--- src/rtl/sim_chk_pkg.sv ---
// Shared types and constants for the end-of-program self-checker.
//   chk_state_e      : checker FSM states
//   HALT_INST_DEF    : default halt opcode (ebreak)
//   ANSWER_START_DEF : default DM byte address of answer word 0
//   clog2()          : ceiling log2, minimum result 1
package sim_chk_pkg;

   typedef enum logic [2:0] {
      ST_RUN   = 3'd0,
      ST_DRAIN = 3'd1,
      ST_REG   = 3'd2,
      ST_MEM   = 3'd3,
      ST_DONE  = 3'd4
   } chk_state_e;

   localparam logic [31:0] HALT_INST_DEF    = 32'h0010_0073;
   localparam logic [15:0] ANSWER_START_DEF = 16'h9000;

   // Ceiling log2 used for derived index/counter widths; never returns 0.
   function automatic int unsigned clog2(input int unsigned v);
      int unsigned r;
      r = 0;
      while ((64'd1 << r) < 64'(v)) r++;
      return (r == 0) ? 1 : r;
   endfunction

endpackage

--- src/rtl/sim_end_checker_watchdog.sv ---
// cycle_watchdog: free-running cycle counter with enable and clear.
//   clk, rst_n : clock, async active-low reset
//   en_i       : count this cycle
//   clr_i      : restart from 0 (wins over en_i)
//   expire_c   : count reaches MAX_CYCLES-1 on this edge (combinational)
module cycle_watchdog
   import sim_chk_pkg::*;
#(
   parameter int unsigned MAX_CYCLES = 1000000
) (
   input  logic clk,
   input  logic rst_n,
   input  logic en_i,
   input  logic clr_i,
   output logic expire_c
);

   localparam int unsigned CNT_W = clog2(MAX_CYCLES);

   logic [CNT_W-1:0] cnt_q, cnt_d;

   // Next count.
   always_comb begin
      cnt_d = cnt_q;
      if (clr_i)     cnt_d = '0;
      else if (en_i) cnt_d = cnt_q + CNT_W'(1);
   end

   // Flag the edge on which the count steps onto its limit value.
   assign expire_c = en_i && !clr_i && (cnt_q == CNT_W'(MAX_CYCLES - 2));

   always_ff @(posedge clk or negedge rst_n) begin
      if (!rst_n) cnt_q <= '0;
      else        cnt_q <= cnt_d;
   end

endmodule

--- config.mk ---
export PLATFORM = sky130hd
export DESIGN_NAME = cycle_watchdog
export DESIGN_NICKNAME = d
export VERILOG_FILES = /design/src/rtl/sim_chk_pkg.sv /design/src/rtl/sim_end_checker_watchdog.sv
export SDC_FILE = /design/constraint.sdc
export NUM_CORES = 1
export LEC_CHECK = 0
export ABC_CLOCK_PERIOD_IN_PS = 2100
export CORE_ASPECT_RATIO = 0.7
export CORE_MARGIN = 8
export CORE_UTILIZATION = 35
export CTS_BUF_LIST = sky130_fd_sc_hd__clkbuf_16
export CTS_CLUSTER_SIZE = 28
export DETAILED_ROUTE_END_ITERATION = 8
export SYNTH_ARGS = -nofsm -noshare
export SYNTH_HDL_FRONTEND = slang
export SYNTH_SLANG_ARGS = --single-unit
--- constraint.sdc ---
create_clock -name clk -period 2.1 [get_ports clk]
set_input_delay 0.21 -clock clk [delete_from_list [all_inputs] [get_ports clk]]
set_output_delay 0.21 -clock clk [all_outputs]
set_load 0.01 [all_outputs]
==> flow_summary.json, run 1 <==
{
  "detail_route.iter0.violations": 25,
  "drv_cap": 0,
  "yosysWarnings": 0,
  "layout_setup_ws_ns": 0.123,
  "critPathLaunchType": "register",
  "io_buffers": 4,
  "grt_pass1_vias": 827,
  "power.leakage_nw": 0.530,
  "fin_crit_ns": 1.98,
  "hpwl_um": 1630,
  "hold_violations": 0,
  "drive_gt1_share_pct": 13.9,
  "cts_tree": "done",
  "ys_seq_area_share_pct": 45.9,
  "grt_start_max_net_pins": 21,
  "die_x_um": 82.7,
  "top_register": "cnt_q",
  "worst_setup_path_end_kind": "output pin",
  "synth_fp_nets": 119,
  "antenna_left": 0,
  "dieHeight_um": 62.7,
  "setup_viol": 0,
  "synth_top_area_share_pct": 45.9,
  "tightestPinTransition_ns": 0.304,
  "post-synth-top-area-cell": "dfrtp_1",
  "report.final.slew_viol_count": 0,
  "diodes": 0,
  "syn_area_um2": 1090,
  "clk_latency_ns": 0.25,
  "cp.required_ns": 1.89,
  "wl_um": 2290,
  "cpPeakStageDelay_ns": 0.67,
  "grt_pass1_wl_um": 3900,
  "syn2layout_area_growth_pct": 16.4,
  "grt-ovfl-total": 0,
  "hp-class": "input pin to asynchronous set/reset pin",
  "first_pass_iters": 4,
  "ys_ff_latch": 20,
  "post_cts_buffers": 0,
  "rsz0062_at_grt": "false",
  "final_nets": 129,
  "synthTopCellsByArea": "dfrtp_1 (46%), xor2_1 (7.2%), nor2_1 (4.1%), nand4_1 (4.0%), a21oi_1 (3.7%)",
  "synthCells": 113,
  "clkSinkCount": 20,
  "io_pins": 5,
  "arrival_ns": 1.77,
  "status": "completed",
  "fin_crit_sh_pct": 94.1,
  "path_buf_inv": 1,
  "grt_usage_pct": 9.56,
  "cp_slowest_cell": "or4b_2",
  "ctsLongestPathBuffers": 2,
  "gp_congestion": 0.791,
  "clock.fmax_mhz": 506,
  "antenna_found_initial": 0,
  "largest_register_ffs": 20,
  "dieArea_um2": 5190,
  "yosysUniqueCellTypes": 26,
  "via_per_inst": 5.53,
  "p_per_area_nw_per_um2": 652,
  "wl_per_cell_um": 14.3,
  "syn_avg_cell_area_um2": 9.66,
  "largestRegisters": "cnt_q x20",
  "start_util_pct": 35.6,
  "placeableCoreArea_um2": 3060,
  "cp_max_fo": 2,
  "criticalPathCategory": "register to output pin",
  "num_rows": 17,
  "vias": 885,
  "final_common_cell": "dfrtp_1",
  "cts_made_buffers": 3,
  "slew_headroom_pct": 79.5,
  "pre_cts_slack_ns": -0.0249,
  "mostFrequentLayoutCells": "dfrtp_1 (20), nor2_1 (12), xor2_1 (9), a21oi_1 (8), buf_4 (8)",
  "utilization_pct": 41.5,
  "cts_max_level": 1,
  "irDropWorstVdd_mv": 0.373,
  "hold-worst-slack_ns": 0.296,
  "drc_errors": 0,
  "path_delay_family": "simple AND/OR/NAND/NOR gates",
  "finalClockSkew_ns": 0.00353,
  "cts-root-buf": "clkbuf_16",
  "cp_cell_sequence": "or4b_2 > nor4_2 > clkbuf_2",
  "cts.clk_slew.worst_paths_ns": 0.06
}
[cells by family (layout without fill, tap and decap cells)]
kind of cell	after synthesis	in the layout	share of synthesized area [%]
xor gates and xnor gates	11	11	8.83
adders and majority gates	2	2	2.29
DFF	20	20	45.9
buffers and inverters	9	18	5.16
AOI/OAI and AO/OA	17	17	8.26
and+or+nand+nor	54	54	29.6
[synthesized netlist by cell type, drive strengths merged]
master,n
xor2,9
buf,3
nand4b,2
inv,2
xnor2,2
or4b,1
dfrtp,20
nand3,6
nand2,6
a21oi,8
nand4,8
and3,2
ha,2
o31ai,1
a211oi,1
nor2,12
clkbuf,4
and4,4
nor4,2
or4,1
or3,7
o21ai,7
and2,3
[metal layers]
layer | global-route usage (%) | up-vias | wire (um)
met5 | 0 | - | 0
met4 | 2.58 | 0 | 25
met3 | 3.02 | 4 | 59
met2 | 14.0 | 13 | 1030
met1 | 13.0 | 443 | 1180
li1 | - | 425 | -
[path summary, 6_finish.rpt]
| kind | startpoint | slack, ns | cells after the start | end |
|---|---|---|---|---|
| worst max-delay path | cnt_q[8]$_DFFE_PN0P_ | 0.12 | 3 | expire_c |
| worst min-delay path | rst_n | 0.30 | 2 | cnt_q[14]$_DFFE_PN0P_ |
| worst max register to register | cnt_q[2]$_DFFE_PN0P_ | 0.37 | 5 | cnt_q[19]$_DFFE_PN0P_ |
| worst min register to register | cnt_q[5]$_DFFE_PN0P_ | 0.55 | 2 | cnt_q[5]$_DFFE_PN0P_ |
| max in group asynchronous | rst_n | 1.59 | 2 | cnt_q[12]$_DFFE_PN0P_ |
| min in group clk | cnt_q[5]$_DFFE_PN0P_ | 0.55 | 2 | cnt_q[5]$_DFFE_PN0P_ |
[through the flow]
step	std cells	power, mW	TNS (ns)	cell area [um2]
after floorplan	113	0.419	0	1090
after global placement	156	0.442	0	1190
after detailed placement	156	0.444	-0.0249	1190
after CTS	160	0.841	0	1270
after global routing	160	0.863	0	1270
final	160	0.828	0	1270
[power by group]
group          total (mW)  internal, mW  switching [mW]  leakage, nW
Clock               0.392         0.254           0.139       0.0385
Sequential          0.395         0.390         0.00508        0.278
Combinational      0.0412        0.0163          0.0250        0.214
Total               0.828         0.660           0.169        0.530
[final cells by class]
cell class,instances,area [um2]
sequential,20,500
fill,305,1790
timing repair buffer,12,95.1
clock buffer,3,75.1
multi-input combinational,84,541
inverter,2,7.51
clock inverter,1,3.75
tap,38,47.5
[what timing repair did]
action                                  CTS  global route
hold buffers                              0             0
endpoints found under the setup margin    1             1
resized for setup                         1             3
No activity file was read; power rests on OpenSTA's default activity.
==> inputs of run 2 (changes only) <==
--- a/config.mk
+++ b/config.mk
@@ -9,9 +9,10 @@
 export CORE_ASPECT_RATIO = 0.7
 export CORE_MARGIN = 8
 export CORE_UTILIZATION = 35
-export CTS_BUF_LIST = sky130_fd_sc_hd__clkbuf_16
+export CTS_BUF_LIST = sky130_fd_sc_hd__clkbuf_8
 export CTS_CLUSTER_SIZE = 28
 export DETAILED_ROUTE_END_ITERATION = 8
+export SKIP_LAST_GASP = 1
 export SYNTH_ARGS = -nofsm -noshare
 export SYNTH_HDL_FRONTEND = slang
 export SYNTH_SLANG_ARGS = --single-unit
==> run 2 against run 1 <==
First-iteration DRC count rose by 68%. Cell count unchanged. Non-clock buffer count unchanged. Global-route usage is 0.12 points lower. Utilization is 0.78 points lower. Via count is 2.0% lower. Critical path type unchanged. Critical endpoint unchanged. Largest power group unchanged.
==> flow_summary.json, run 2 (synthesis results as in run 1) <==
{
  "status": "completed",
  "pre_cts_slack_ns": -0.0249,
  "irDropWorstVdd_mv": 0.321,
  "cts-root-buf": "clkbuf_8",
  "hold-worst-slack_ns": 0.282,
  "total_power_mw": 0.731,
  "clk_latency_ns": 0.26,
  "cp.required_ns": 1.89,
  "dieArea_um2": 5190,
  "power.leakage_nw": 0.520,
  "clock.fmax_mhz": 507,
  "wl_um": 2270,
  "utilization_pct": 40.7,
  "setup_viol": 0,
  "grt_pass1_wl_um": 3850,
  "grt-ovfl-total": 0,
  "setup_tns_ns": 0,
  "antenna_left": 0,
  "layout_setup_ws_ns": 0.127,
  "clkSinkCount": 20,
  "gp_congestion": 0.791,
  "grt_start_max_net_pins": 21,
  "placeableCoreArea_um2": 3060,
  "largestRegisters": "cnt_q x20",
  "diodes": 0,
  "hp-class": "input pin to asynchronous set/reset pin",
  "cp_max_fo": 2,
  "syn2layout_area_growth_pct": 14.2,
  "antenna_found_initial": 0,
  "drive_gt1_share_pct": 14.8,
  "final_common_cell": "dfrtp_1",
  "cts.clk_slew.worst_paths_ns": 0.08,
  "final_nets": 129,
  "mostFrequentLayoutCells": "dfrtp_1 (20), nor2_1 (12), xor2_1 (9), a21oi_1 (8), buf_4 (8)",
  "first_pass_iters": 4,
  "io_pins": 5,
  "slew_headroom_pct": 80.2,
  "seqCellArea_um2": 500,
  "hpwl_um": 1630,
  "rsz0062_at_grt": "false",
  "cts_max_level": 1,
  "multi_input_area_um2": 541,
  "arrival_ns": 1.76,
  "fin_crit_sh_pct": 94.0,
  "drv_cap": 0,
  "cts_tree": "done",
  "cts_hold_buffers": 0,
  "report.final.slew_viol_count": 0,
  "dieHeight_um": 62.7,
  "worst_setup_path_end_kind": "output pin",
  "tightestPinTransition_ns": 0.294,
  "vias": 867,
  "io_buffers": 4,
  "critPathLaunchType": "register",
  "finalClockSkew_ns": 0.00620,
  "largest_register_ffs": 20,
  "wl_per_cell_um": 14.2,
  "criticalPathCategory": "register to output pin",
  "top_register": "cnt_q",
  "detail_route.iter0.violations": 42,
  "grt_usage_pct": 9.45,
  "via_per_inst": 5.42,
  "fillers": 304,
  "grt_pass1_vias": 822,
  "ctsLongestPathBuffers": 2,
  "die_x_um": 82.7,
  "hold_violations": 0,
  "fin_crit_ns": 1.97,
  "num_rows": 17,
  "start_util_pct": 35.6,
  "cts_made_buffers": 3,
  "drc_errors": 0,
  "p_per_area_nw_per_um2": 587
}
## run 2: changes by cell type in the layout (fill, tap and decap cells not counted), sizes merged
cell,change
clkbuf,+1
clkinv,-1
## run 2: final timing paths
check                                          start               endpoint  slack [ns]  depth (start not counted)
worst max-delay path            cnt_q[8]$_DFFE_PN0P_               expire_c        0.13                          3
worst min-delay path                           rst_n   cnt_q[7]$_DFFE_PN0P_        0.28                          2
worst max register to register  cnt_q[2]$_DFFE_PN0P_  cnt_q[19]$_DFFE_PN0P_        0.38                          5
worst min register to register  cnt_q[5]$_DFFE_PN0P_   cnt_q[5]$_DFFE_PN0P_        0.55                          2
max in group asynchronous                      rst_n  cnt_q[12]$_DFFE_PN0P_        1.60                          2
min in group clk                cnt_q[5]$_DFFE_PN0P_   cnt_q[5]$_DFFE_PN0P_        0.55                          2
## run 2: routing by layer
| layer | GRT usage, % | wire, um | vias to the layer above |
|---|---|---|---|
| met5 | 0 | 0 | - |
| met4 | 2.58 | 17 | 0 |
| met3 | 3.02 | 56 | 2 |
| met2 | 13.5 | 1010 | 11 |
| met1 | 13.1 | 1180 | 430 |
| li1 | - | - | 424 |
## run 2: cell type report
type,count,area share [%]
clock buffers,4,4.42
inverters,2,0.602
multi-input cells,84,43.4
flip-flops and latches,20,40.2
well taps,38,3.82
repair buffers,12,7.63
## run 2: worst max-delay path, stage by stage, from the launching register on
cell	delay, ns
dfrtp_1	0.38
or4b_2	0.67
nor4_2	0.28
clkbuf_2	0.18
## run 2: through the flow
stage | cell area [um2] | cells
detailed placement | 1190 | 156
finish | 1250 | 160
global route | 1250 | 160
global placement | 1190 | 156
floorplan | 1090 | 113
CTS | 1240 | 160
## run 2: power breakdown
part | switching (mW) | internal, mW | total [mW]
clock | 0.129 | 0.167 | 0.296
combinational | 0.0249 | 0.0163 | 0.0412
sequential | 0.00506 | 0.389 | 0.394
total | 0.159 | 0.572 | 0.731
## run 2: what timing repair did
action	in CTS	in global routing
buffers inserted	0	0
gates resized for setup	3	2
endpoints found under the setup margin	1	1
gates cloned	0	0
